**src/rtl/fp_conv_pkg.sv**
```systemverilog
// Shared constants, classification enum and stage-1 payload for the
// binary64 -> binary32 narrowing converter.
package fp_conv_pkg;

    localparam int F64_EXP_W  = 11;
    localparam int F64_MAN_W  = 52;
    localparam int F32_EXP_W  = 8;
    localparam int F32_MAN_W  = 23;
    localparam int BIAS_DELTA = 896;

    localparam int FLAG_INX = 0;
    localparam int FLAG_UF  = 1;
    localparam int FLAG_OV  = 2;
    localparam int FLAG_INV = 3;

    typedef enum logic [2:0] {
        CLS_ZERO,
        CLS_SUB64,
        CLS_NORM,
        CLS_INF,
        CLS_QNAN,
        CLS_SNAN
    } fp_class_e;

    typedef struct packed {
        logic                        sign;
        fp_class_e                   cls;
        logic signed [F64_EXP_W:0]   exp;
        logic [F64_MAN_W:0]          sig;
    } s1_payload_t;

    function automatic fp_class_e classify(input logic [F64_EXP_W-1:0] e,
                                           input logic [F64_MAN_W-1:0] m);
        if (e == '0)
            return (m == '0) ? CLS_ZERO : CLS_SUB64;
        if (e == '1) begin
            if (m == '0)
                return CLS_INF;
            return m[F64_MAN_W-1] ? CLS_QNAN : CLS_SNAN;
        end
        return CLS_NORM;
    endfunction

endpackage

```
**src/rtl/fp_round_rne.sv**
```systemverilog
// Combinational round-to-nearest-even pack of a finite normal binary64
// value (rebiased exponent, 53-bit significand) into binary32 with flags.
module fp_round_rne
    import fp_conv_pkg::*;
(
    input  logic               sign,
    input  logic signed [11:0] exp,
    input  logic [52:0]        sig,
    input  logic               flush,
    output logic [31:0]        bits,
    output logic [3:0]         flags
);

    function automatic logic rne_up(input logic lsb, input logic guard, input logic sticky);
        return guard && (sticky || lsb);
    endfunction

    // Distance into the subnormal range; beyond 26 every bit is below guard anyway.
    function automatic logic [4:0] sat_shamt(input logic signed [11:0] e);
        logic signed [12:0] s;
        s = 13'sd1 - 13'(e);
        return (s > 13'sd26) ? 5'd26 : s[4:0];
    endfunction

    logic [4:0]           shamt;
    logic [51:0]          sh;
    logic                 lost;
    logic                 guard;
    logic                 sticky;
    logic                 up;
    logic                 inexact;
    logic [F32_MAN_W:0]   sum;
    logic [F32_EXP_W:0]   exp_inc;

    always_comb begin
        bits    = '0;
        flags   = '0;
        shamt   = '0;
        sh      = '0;
        lost    = 1'b0;
        guard   = 1'b0;
        sticky  = 1'b0;
        up      = 1'b0;
        inexact = 1'b0;
        sum     = '0;
        exp_inc = '0;
        if (exp >= 12'sd255) begin
            bits            = {sign, {F32_EXP_W{1'b1}}, {F32_MAN_W{1'b0}}};
            flags[FLAG_OV]  = 1'b1;
            flags[FLAG_INX] = 1'b1;
        end else if (exp >= 12'sd1) begin
            guard   = sig[28];
            sticky  = |sig[27:0];
            up      = rne_up(sig[29], guard, sticky);
            sum     = {1'b0, sig[51:29]} + {{F32_MAN_W{1'b0}}, up};
            exp_inc = {1'b0, exp[7:0]} + {{F32_EXP_W{1'b0}}, sum[F32_MAN_W]};
            inexact = guard || sticky;
            if (exp_inc == 9'd255) begin
                bits            = {sign, {F32_EXP_W{1'b1}}, {F32_MAN_W{1'b0}}};
                flags[FLAG_OV]  = 1'b1;
                flags[FLAG_INX] = 1'b1;
            end else begin
                bits            = {sign, exp_inc[7:0], sum[F32_MAN_W-1:0]};
                flags[FLAG_INX] = inexact;
            end
        end else begin
            shamt   = sat_shamt(exp);
            sh      = 52'(sig >> shamt);
            lost    = |(sig & ((53'd1 << shamt) - 53'd1));
            guard   = sh[28];
            sticky  = (|sh[27:0]) || lost;
            up      = rne_up(sh[29], guard, sticky);
            sum     = {1'b0, sh[51:29]} + {{F32_MAN_W{1'b0}}, up};
            inexact = guard || sticky;
            // A carry out of the subnormal field lands exactly on the minimum normal.
            if (flush && !sum[F32_MAN_W] && (sum[F32_MAN_W-1:0] != '0)) begin
                bits            = {sign, 31'd0};
                flags[FLAG_UF]  = 1'b1;
                flags[FLAG_INX] = 1'b1;
            end else begin
                bits            = {sign, 7'd0, sum[F32_MAN_W], sum[F32_MAN_W-1:0]};
                flags[FLAG_INX] = inexact;
                flags[FLAG_UF]  = inexact && !sum[F32_MAN_W];
            end
        end
    end

endmodule

```
**src/rtl/fp64_to_fp32_narrow.sv**
```systemverilog
// Two-stage stall-all pipeline narrowing binary64 encodings to binary32
// with round-to-nearest-even and per-word exception flags.
module fp64_to_fp32_narrow
    import fp_conv_pkg::*;
#(
    parameter bit FLUSH_SUBNORMAL = 1'b0
) (
    input  logic        clk,
    input  logic        rst,
    input  logic        in_valid,
    output logic        in_ready,
    input  logic [63:0] in_bits,
    output logic        out_valid,
    input  logic        out_ready,
    output logic [31:0] out_bits,
    output logic [3:0]  out_flags
);

    s1_payload_t pay_in;
    s1_payload_t pay_p1_d, pay_p1_q;
    logic        vld_p1_d, vld_p1_q;
    logic        vld_p2_d, vld_p2_q;
    logic [31:0] bits_p2_d, bits_p2_q;
    logic [3:0]  flags_p2_d, flags_p2_q;
    logic [31:0] rnd_bits, res_bits;
    logic [3:0]  rnd_flags, res_flags;
    logic        advance;

    // Stage 1: unpack and classify
    always_comb begin
        pay_in.sign = in_bits[63];
        pay_in.cls  = classify(in_bits[62:52], in_bits[51:0]);
        pay_in.exp  = $signed({1'b0, in_bits[62:52]}) - $signed(12'(BIAS_DELTA));
        pay_in.sig  = {1'b1, in_bits[51:0]};
    end

    // Stage 2: round and pack
    fp_round_rne u_round (
        .sign  (pay_p1_q.sign),
        .exp   (pay_p1_q.exp),
        .sig   (pay_p1_q.sig),
        .flush (FLUSH_SUBNORMAL),
        .bits  (rnd_bits),
        .flags (rnd_flags)
    );

    always_comb begin
        res_bits  = '0;
        res_flags = '0;
        unique case (pay_p1_q.cls)
            CLS_ZERO: res_bits = {pay_p1_q.sign, 31'd0};
            CLS_SUB64: begin
                res_bits            = {pay_p1_q.sign, 31'd0};
                res_flags[FLAG_UF]  = 1'b1;
                res_flags[FLAG_INX] = 1'b1;
            end
            CLS_NORM: begin
                res_bits  = rnd_bits;
                res_flags = rnd_flags;
            end
            CLS_INF: res_bits = {pay_p1_q.sign, 8'hFF, 23'd0};
            CLS_QNAN, CLS_SNAN: begin
                res_bits            = {pay_p1_q.sign, 8'hFF, 1'b1, pay_p1_q.sig[50:29]};
                res_flags[FLAG_INV] = (pay_p1_q.cls == CLS_SNAN);
            end
            default: res_bits = '0;
        endcase
    end

    always_comb begin
        advance    = !vld_p2_q || out_ready;
        vld_p1_d   = vld_p1_q;
        pay_p1_d   = pay_p1_q;
        vld_p2_d   = vld_p2_q;
        bits_p2_d  = bits_p2_q;
        flags_p2_d = flags_p2_q;
        if (advance) begin
            vld_p1_d = in_valid;
            vld_p2_d = vld_p1_q;
            if (in_valid)
                pay_p1_d = pay_in;
            if (vld_p1_q) begin
                bits_p2_d  = res_bits;
                flags_p2_d = res_flags;
            end
        end
    end

    always_ff @(posedge clk) begin
        if (rst) begin
            vld_p1_q   <= 1'b0;
            vld_p2_q   <= 1'b0;
            bits_p2_q  <= '0;
            flags_p2_q <= '0;
        end else begin
            vld_p1_q   <= vld_p1_d;
            vld_p2_q   <= vld_p2_d;
            bits_p2_q  <= bits_p2_d;
            flags_p2_q <= flags_p2_d;
        end
    end

    always_ff @(posedge clk) begin
        pay_p1_q <= pay_p1_d;
    end

    assign in_ready  = advance;
    assign out_valid = vld_p2_q;
    assign out_bits  = bits_p2_q;
    assign out_flags = flags_p2_q;

endmodule

```
**config.mk**
```make
export PLATFORM = sky130hd
export DESIGN_NAME = fp64_to_fp32_narrow
export DESIGN_NICKNAME = d
export VERILOG_FILES = /design/src/rtl/fp_conv_pkg.sv /design/src/rtl/fp_round_rne.sv /design/src/rtl/fp64_to_fp32_narrow.sv
export SDC_FILE = /design/constraint.sdc
export NUM_CORES = 1
export LEC_CHECK = 0
export CELL_PAD_IN_SITES_DETAIL_PLACEMENT = 1
export CELL_PAD_IN_SITES_GLOBAL_PLACEMENT = 2
export CORE_ASPECT_RATIO = 0.7
export CORE_MARGIN = 8
export CORE_UTILIZATION = 31
export DETAILED_ROUTE_END_ITERATION = 8
export PLACE_DENSITY_LB_ADDON = 0.1
export SETUP_SLACK_MARGIN = 0.5
export SLEW_MARGIN = 20
export SYNTH_ARGS = -nofsm -noshare
export SYNTH_HDL_FRONTEND = slang
export SYNTH_SLANG_ARGS = --single-unit
```
**constraint.sdc**
```tcl
create_clock -name clk -period 6.3 [get_ports clk]
set_clock_uncertainty 0.1 [all_clocks]
set_input_delay 0.63 -clock clk [delete_from_list [all_inputs] [get_ports clk]]
set_output_delay 0.63 -clock clk [all_outputs]
set_load 0.01 [all_outputs]
```
==> impl_metrics.env, run 1 <==
export IMPL_wire_per_inst_um=28.7
export IMPL_rsz0062_at_grt="yes"
export IMPL_power_density_nw_per_um2=182
export IMPL_first_global_vias=11100
export IMPL_post_dp_cell_area_um2=11500
export IMPL_finalCriticalPeriod_ns=5.57
export IMPL_post_route_util_pct=38.6
export IMPL_postCtsHoldBufs=0
export IMPL_wirelength_mm=52.0
export IMPL_startpoint_type="register"
export IMPL_postRouteAntennaNets=0
export IMPL_cts_tree="yes"
export IMPL_required_ns=6.47
export IMPL_insertion_delay_ns=0.37
export IMPL_hp_class="register to register"
export IMPL_yosys_warnings=0
export IMPL_die_area_um2=37800
export IMPL_vias=11600
export IMPL_clk_pin_slew_ns=0.08
export IMPL_hold_depth=2
export IMPL_synthTopCellsByArea="edfxtp_1 21%, dfxtp_1 7.7%, nand2_1 5.0%, nor2_1 5.0%, o21ai_0 5.0%"
export IMPL_grt_usage_pct=26.4
export IMPL_synth_seq_cells=106
export IMPL_cts_root_buf="clkbuf_16"
export IMPL_io_buffers=105
export IMPL_dp_hpwl_mm=38.9
export IMPL_fmax_mhz=180
export IMPL_grt_max_degree=93
export IMPL_worst_slew_pin_slew_ns=1.08
export IMPL_io_pins=106
export IMPL_r2r_cells=25
export IMPL_status="complete, no violations"
export IMPL_r2r_slack_ns=0.73
export IMPL_synth_cell_type_count=89
export IMPL_layout_nets=1464
export IMPL_synth_top_area_share_pct=20.8
export IMPL_report_final_slew_viol_count=0
export IMPL_drc=0
export IMPL_hold_start="out_flags[3]"
export IMPL_worstSetupPathType="register to register"
export IMPL_grt_pass1_wl_mm=75.7
export IMPL_syn_to_final_growth_pct=22.6
export IMPL_synth_largest_area_cell="edfxtp_1"
export IMPL_clock_tree_buffer_depth=2
export IMPL_synth_edf_count=68
export IMPL_path_max_fanout=11
export IMPL_end_kind="register"
export IMPL_p_leak_uw=0.00406
export IMPL_antenna_found_initial=0
export IMPL_cts_htree_levels=3
export IMPL_layout_drive_gt1_share_pct=11.6
export IMPL_r2r_end="out_bits[7]"
export IMPL_cts_buffers=9
export IMPL_clkSinkCount=106
export IMPL_synth_cells=1291
export IMPL_syn_cell_area_um2=9830
export IMPL_gp_congestion=0.941
export IMPL_yosys_top_cells_count="131 x nand2_1, 131 x nor2_1, 98 x o21ai_0"
export IMPL_yosysSeqAreaShare_pct=28.5
export IMPL_syn_area_per_cell_um2=7.62
export IMPL_gr_total_overflow=0
export IMPL_first_iter_violations=1471
export IMPL_die_h_um=165
export IMPL_viasPerCell=6.43
export IMPL_syn_nets=1369
export IMPL_finalSetupViolations=0
export IMPL_min_period_over_period_pct=88.4
export IMPL_hold_ws_ns=0.361
export IMPL_core_um2=31200
export IMPL_num_rows=54
export IMPL_worstPathArrival_ns=5.73
export IMPL_dr_pass1_iters=6
export IMPL_slew_headroom_pct=27.1
export IMPL_hold_violations=0
export IMPL_fp_dieW_um=229
export IMPL_stdcell_area_um2=12100
export IMPL_r2r_start="pay_p1_q[23]"
export IMPL_async_flop_share_pct=0
export IMPL_setup_tns_ns=0
export IMPL_min_to="out_flags[3]"
export IMPL_ir_drop_uv=136
export IMPL_start_util_pct=31.5
export IMPL_ys_flop_type="edfxtp_1"
export IMPL_cap_viol_max_count=0
-- what timing repair did --
item	in CTS	in global routing
endpoints found under the setup margin	0	22
buffers inserted	0	26
gates resized for setup	0	17
-- where the power goes --
part	internal, uW	switching, uW
clock	271	277
combinational	275	527
sequential	780	66.5
total	1330	870
-- placed cells by master, fill, tap and decap left out, types with 32 or more instances in the layout --
| cell | Yosys | routed |
|---|---|---|
| nand3_1 | 45 | 45 |
| edfxtp_1 | 68 | 68 |
| nand2_1 | 131 | 129 |
| nand4_1 | 32 | 32 |
| o21ai_0 | 98 | 96 |
| dfxtp_1 | 38 | 38 |
| a21oi_1 | 75 | 75 |
| clkdlybuf4s50_1 | 0 | 105 |
| nor2_1 | 131 | 127 |
| nor3_1 | 55 | 55 |
| nor4_1 | 47 | 44 |
| buf_4 | 4 | 94 |
-- cell type report --
type / instances / area [um2]
fillers: 3809 / 19200
multi-input cells: 1047 / 6570
flip-flops and latches: 106 / 2800
repair buffers: 201 / 1800
well taps: 420 / 526
clock buffers: 9 / 225
inverters: 21 / 78.8
clock inverters: 7 / 51.3
diodes: 2 / 5.00
-- how the worst max path moves through the flow --
stage / start / end / slack [ns] / depth (start not counted)
CTS: pay_p1_q[3] / out_bits[7] / 0.55 / 25
finish: pay_p1_q[23] / out_bits[7] / 0.73 / 25
floorplan: pay_p1_q[54] / out_flags[1] / 0.52 / 27
detailed placement: pay_p1_q[3] / out_bits[7] / 0.58 / 25
global route: pay_p1_q[23] / out_bits[7] / 0.39 / 25
global placement: pay_p1_q[21] / out_bits[0] / 0.74 / 24
-- cells by family after synthesis --
kind of cell	Yosys count	synth area share, %
simple gates	539	27.5
compound gates	424	29.6
buf+inv	138	5.84
flops	106	28.5
xor+xnor	45	4.01
mux	29	3.26
fa+ha+maj	10	1.27
-- through the flow --
stage	total power (uW)	worst slack (ns)	instances
finish	2200	0.731	1813
global route	2280	0.392	1811
CTS	2160	0.546	1785
detailed placement	1610	0.581	1769
global placement	1610	0.738	1769
floorplan	1270	0.520	1291
-- metal layers --
| metal | vias to the layer above | track usage (%) | part of all wire (%) |
|---|---|---|---|
| li1 | 5169 | - | - |
| met2 | 599 | 35.9 | 39 |
| met3 | 47 | 7.19 | 11 |
| met1 | 5834 | 40.2 | 49 |
| met5 | - | 0 | 0 |
| met4 | 0 | 5.81 | 1.5 |
-- worst max-delay path, stage by stage (launching register included) --
cell      delay [ns]
edfxtp_1        0.51
nor4_1          0.39
nand4_1         0.18
o31a_1          0.35
ha_1            0.21
and3_1          0.22
nand2_1         0.10
nor2_1          0.09
and3_1          0.22
and3_1          0.23
and3_1          0.21
and3_1          0.27
nand2_1         0.10
nor2_1          0.05
ha_1            0.22
ha_1            0.23
nand3_1         0.11
xor2_1          0.15
nor2_1          0.07
a21o_1          0.25
nor2_2          0.20
nand2_2         0.21
nor4_1          0.22
a221oi_1        0.12
a31o_2          0.25
a221oi_1        0.23
-- flip-flops by register name, summed over array words and instances, names as in the netlist --
register / cells
out_bits: 32
out_valid: 1
pay_p1_q: 68
vld_p1_q: 1
out_flags: 4
Power figures use the tool's default switching activity.
==> run 2, diff against run 1 <==
Settings changed: TNS_END_PERCENT from default to 50.
==> run 2 against run 1 <==
First-iteration DRC count rose by 0.82%. Critical path depth fell by 13. Maximum frequency fell by 1.4%. Core utilization fell by 0.14 points. Combinational power fell by 0.5%. Sequential share of layout area rose by 0.082 points. Via count rose by 0.22%. Die area did not move. Critical path type unchanged. Largest power group unchanged. Highest routed layer unchanged.
==> impl_metrics.env, run 2 (synthesis gave the netlist of run 1 again) <==
export IMPL_status="complete, no violations"
export IMPL_cts_root_buf="clkbuf_16"
export IMPL_fmax_mhz=177
export IMPL_slew_headroom_pct=24.9
export IMPL_ir_drop_uv=134
export IMPL_hp_class="register to register"
export IMPL_fill_cells=3816
export IMPL_power_density_nw_per_um2=183
export IMPL_insertion_delay_ns=0.37
export IMPL_p_int_uw=1320
export IMPL_place_ws_ns=0.581
export IMPL_finalCriticalPeriod_ns=5.65
export IMPL_grt_usage_pct=26.4
export IMPL_antenna_found_initial=0
export IMPL_worstPathArrival_ns=5.83
export IMPL_gr_total_overflow=0
export IMPL_cts_htree_levels=3
export IMPL_p_leak_uw=0.00403
export IMPL_crit_path_frequent_cell="or4_4"
export IMPL_layout_drive_gt1_share_pct=11.3
export IMPL_crit_family="compound AO/OA/AOI/OAI gates"
export IMPL_startpoint_type="register"
export IMPL_cts_tree="yes"
export IMPL_post_route_util_pct=38.5
export IMPL_end_kind="register"
export IMPL_dr_pass1_iters=6
export IMPL_fp_dieW_um=229
export IMPL_die_area_um2=37800
export IMPL_rsz0062_at_grt="yes"
export IMPL_comb_power_share_pct=36.4
export IMPL_gp_congestion=0.941
export IMPL_wire_per_inst_um=28.8
export IMPL_fin_ws_ns=0.651
export IMPL_path_cells="or4_4 -> or4_4 -> o21ai_4 -> buf_4 -> a41oi_2 -> o31ai_1 -> o2111ai_1 -> a22oi_2 -> nand2_2 -> nor4_4 -> nand3_1 -> a31oi_1"
export IMPL_worst_slew_pin_slew_ns=1.11
export IMPL_clkPwrFrac_pct=24.9
export IMPL_hold_violations=0
export IMPL_core_um2=31200
export IMPL_crit_slowest_cell="o31ai_1"
export IMPL_drc=0
export IMPL_num_antenna_cells=0
export IMPL_first_global_vias=11100
export IMPL_layout_nets=1459
export IMPL_stdcell_area_um2=12000
export IMPL_clkSinkCount=106
export IMPL_syn_to_final_growth_pct=22.2
export IMPL_report_final_slew_viol_count=0
export IMPL_start_util_pct=31.5
export IMPL_cp_buffers_inverters=1
export IMPL_required_ns=6.48
export IMPL_grt_max_degree=93
export IMPL_slowest_delay_ns=0.79
export IMPL_min_period_over_period_pct=89.7
export IMPL_setup_tns_ns=0
export IMPL_clk_pin_slew_ns=0.08
export IMPL_power_uw=2190
export IMPL_die_h_um=165
export IMPL_cts_buffers=9
export IMPL_final_common_cell="nand2_1"
export IMPL_p_sw_uw=870
export IMPL_wirelength_mm=52.1
export IMPL_p_seq_share_pct=38.7
export IMPL_swShare_pct=39.7
export IMPL_num_rows=54
export IMPL_viasPerCell=6.46
export IMPL_top_register="pay_p1_q"
export IMPL_post_dp_cell_area_um2=11500
export IMPL_worstSetupPathType="register to register"
export IMPL_postRouteAntennaNets=0
export IMPL_first_iter_violations=1483
export IMPL_final_cell_mix="129 x nand2_1, 127 x nor2_1, 105 x clkdlybuf4s50_1, 96 x o21ai_0, 89 x buf_4"
export IMPL_finalSetupViolations=0
export IMPL_vias=11700
export IMPL_clock_tree_buffer_depth=2
export IMPL_cap_viol_max_count=0
export IMPL_largest_reg_flops=68
export IMPL_dp_hpwl_mm=38.9
export IMPL_grt_pass1_wl_mm=75.7
export IMPL_io_buffers=105
export IMPL_path_max_fanout=16
export IMPL_io_pins=106
## run 2: timing repair
item                       4_1_cts  5_1_grt
setup buffers                    0       21
hold buffers                     0        0
resized for setup                0       17
setup endpoints to repair        0       22
## run 2: path summary, 6_finish.rpt
kind	startpoint	endpoint	slack, ns	cells after the start
worst max-delay path	pay_p1_q[55]	out_bits[23]	0.65	12
worst max register to register	pay_p1_q[55]	out_bits[23]	0.65	12
worst min register to register	out_flags[3]	out_flags[3]	0.36	2
worst min-delay path	out_flags[3]	out_flags[3]	0.36	2
## run 2: layout make-up
cell class	instances	area [um2]	share of cell area [%]
Clock buffer	9	225	1.87
Multi-Input combinational cell	1047	6570	54.7
Clock inverter	7	51.3	0.427
Timing Repair Buffer	196	1760	14.6
Inverter	21	78.8	0.656
Tap cell	420	526	4.37
Sequential cell	106	2800	23.3
## run 2: worst min-delay path: cells and delay by family (launching register included)
| family | cells | cell delay [ns] |
|---|---|---|
| simple gates | 1 | 0.05 |
| flops | 1 | 0.32 |
| compound gates | 1 | 0.05 |
## run 2: power groups by stage
stage | combinational (uW) | clock, uW | sequential (uW)
finish | 799 | 547 | 848
global route | 838 | 585 | 850
CTS | 749 | 563 | 849
detailed placement | 746 | 0 | 865
global placement | 747 | 0 | 864
floorplan | 446 | 0 | 822
## run 2: stage by stage
step           hold slack, ns  instances
2_1_floorplan           0.355       1291
6_report                0.361       1806
5_1_grt                 0.387       1806
4_1_cts                 0.366       1785
3_5_place_dp            0.350       1769
3_3_place_gp            0.344       1769
## run 2: layer usage
metal	wire length, um	track usage (%)	part of all wire, %	vias up
met5	0	0	0	-
met4	790	5.81	1.5	0
met3	5720	7.19	11	60
met2	20300	35.9	39	639
met1	25200	40.2	48	5816
li1	-	-	-	5160
==> run 3, diff against run 2 <==
Settings changed: CAP_MARGIN from default to 25, MAX_ROUTING_LAYER from default to met4.
==> run 3 against run 2 <==
Total power grew 4.1%. Non-clock buffer count shrank 7. Clock power grew 19%. Sequential share of layout area is essentially flat. Register-to-register slack gained 0.06 ns. Core utilization shrank 0.052 points. Cell area shrank 0.14%. Final cell count shrank 0.33%. Critical path type unchanged. Maximum frequency grew 1.1%. Critical path depth grew 12. Highest routed layer unchanged. Critical endpoint is now out_bits[11]. Via count shrank 0.32%. Die area is the same.
==> impl_metrics.env, run 3 (synthesis gave the netlist of run 1 again) <==
export IMPL_status="complete, no violations"
export IMPL_antenna_found_initial=1
export IMPL_p_int_uw=1410
export IMPL_layout_nets=1452
export IMPL_place_ws_ns=0.550
export IMPL_report_final_slew_viol_count=0
export IMPL_gr_total_overflow=0
export IMPL_cap_viol_max_count=0
export IMPL_post_route_util_pct=38.4
export IMPL_viasPerCell=6.47
export IMPL_clk_pin_slew_ns=0.09
export IMPL_required_ns=6.48
export IMPL_start_util_pct=31.5
export IMPL_num_rows=54
export IMPL_clkSinkCount=106
export IMPL_finalSetupViolations=0
export IMPL_die_area_um2=37800
export IMPL_grt_usage_pct=27.2
export IMPL_dr_pass1_iters=5
export IMPL_clkPwrFrac_pct=28.4
export IMPL_syn_to_final_growth_pct=22.0
export IMPL_worstPathArrival_ns=5.77
export IMPL_cts_htree_levels=3
export IMPL_dp_hpwl_mm=38.6
export IMPL_grt_max_degree=70
export IMPL_gp_congestion=0.942
export IMPL_drc=0
export IMPL_min_to="out_bits[1]"
export IMPL_r2r_cells=24
export IMPL_setup_tns_ns=0
export IMPL_hold_ws_ns=0.359
export IMPL_slew_headroom_pct=32.6
export IMPL_power_uw=2280
export IMPL_min_period_over_period_pct=88.7
export IMPL_first_iter_violations=1311
export IMPL_power_density_nw_per_um2=190
export IMPL_r2r_start="pay_p1_q[23]"
export IMPL_cts_buffers=9
export IMPL_clock_tree_buffer_depth=2
export IMPL_vias=11600
export IMPL_largest_reg_flops=68
export IMPL_rsz0062_at_grt="yes"
export IMPL_worstSetupPathType="register to register"
export IMPL_final_cell_mix="130 x nand2_1, 129 x nor2_1, 105 x clkdlybuf4s50_1, 98 x o21ai_0, 82 x buf_4"
export IMPL_ir_drop_uv=133
export IMPL_r2r_slack_ns=0.71
export IMPL_fmax_mhz=179
export IMPL_insertion_delay_ns=0.37
export IMPL_wire_per_inst_um=28.4
export IMPL_postRouteAntennaNets=0
export IMPL_first_global_vias=11200
export IMPL_path_max_fanout=6
export IMPL_cts_tree="yes"
export IMPL_seq_area_um2=2800
export IMPL_r2r_end="out_bits[11]"
export IMPL_io_buffers=105
export IMPL_startpoint_type="register"
export IMPL_p_leak_uw=0.00402
export IMPL_cts_root_buf="clkbuf_16"
export IMPL_comb_power_share_pct=34.3
export IMPL_swShare_pct=38.4
export IMPL_multi_input_comb_area_um2=6550
export IMPL_end_kind="register"
export IMPL_fp_dieW_um=229
export IMPL_fill_cells=3803
export IMPL_hold_depth=2
export IMPL_final_common_cell="nand2_1"
export IMPL_grt_pass1_wl_mm=76.4
export IMPL_die_h_um=165
export IMPL_wirelength_mm=51.2
export IMPL_finalCriticalPeriod_ns=5.59
export IMPL_layout_drive_gt1_share_pct=10.8
export IMPL_hold_violations=0
export IMPL_io_pins=106
export IMPL_p_sw_uw=877
export IMPL_fin_ws_ns=0.710
export IMPL_hp_class="register to register"
export IMPL_worst_slew_pin_slew_ns=1.00
export IMPL_hold_start="out_bits[1]"
export IMPL_p_seq_share_pct=37.3
export IMPL_core_um2=31200
export IMPL_top_register="pay_p1_q"
[run 3: cell types whose count changed in the layout (fill, tap and decap cells not counted), moves of 2 or more]
cell / change
buf_4: -7
nor2_2: -2
o21ai_0: +2
o21ai_1: -2
nor2_1: +2
bufinv_16: +2
[run 3: power groups by stage]
| stage | sequential (uW) | clock [uW] | combinational [uW] |
|---|---|---|---|
| final | 853 | 649 | 782 |
| after floorplan | 822 | 0 | 446 |
| after global routing | 854 | 686 | 828 |
| after global placement | 868 | 0 | 736 |
| after detailed placement | 869 | 0 | 736 |
| after CTS | 853 | 661 | 739 |
[run 3: worst max-delay path by stage]
stage	depth (start not counted)	from	endpoint
after floorplan	27	pay_p1_q[54]	out_flags[1]
after global placement	24	pay_p1_q[6]	out_bits[0]
final	24	pay_p1_q[23]	out_bits[11]
after global routing	25	pay_p1_q[16]	out_bits[7]
after CTS	25	pay_p1_q[3]	out_bits[7]
after detailed placement	25	pay_p1_q[3]	out_bits[7]
[run 3: cell type report]
cell class	count	share of cell area, %
diodes	1	0.0209
clock buffers	9	1.88
clock inverters	7	0.886
inverters	21	0.657
multi-input cells	1047	54.6
flip-flops and latches	106	23.4
well taps	420	4.38
repair buffers	189	14.2
[run 3: per-stage QoR]
step / cells / cell area [um2]
floorplan: 1291 / 9860
global placement: 1763 / 11500
detailed placement: 1763 / 11500
CTS: 1779 / 11800
global route: 1800 / 12000
finish: 1800 / 12000
[run 3: worst max-delay path, cell delays in order (launching register included)]
cell and delay [ns]:
edfxtp_1 0.51, nor4_1 0.33, nand4_1 0.20, o31a_1 0.37, ha_1 0.21, and3_1 0.22, nand2_1 0.09, nor2_1 0.08
and3_1 0.22, and3_1 0.22, and3_1 0.21, and3_1 0.26, nand2_1 0.10, nor2_1 0.05, ha_1 0.22, ha_1 0.24
nand3_1 0.11, xor2_1 0.16, nor2_1 0.07, a21o_1 0.25, nor2_2 0.21, nand2_1 0.20, nor2_1 0.54, a32oi_1 0.20
o311ai_1 0.11
[run 3: per-layer routing]
layer,up-vias,track usage (%),share of wire [%]
li1,5149,-,-
met1,5808,40.4,50
met2,621,36.5,39
met3,60,6.64,9.4
met4,0,4.74,1.5
met5,-,-,0
[run 3: timing repair]
item | CTS | global route
setup buffers | 0 | 20
setup endpoints to repair | 0 | 24
hold endpoints to repair | 0 | 0
hold buffers | 0 | 0
resized for setup | 0 | 11
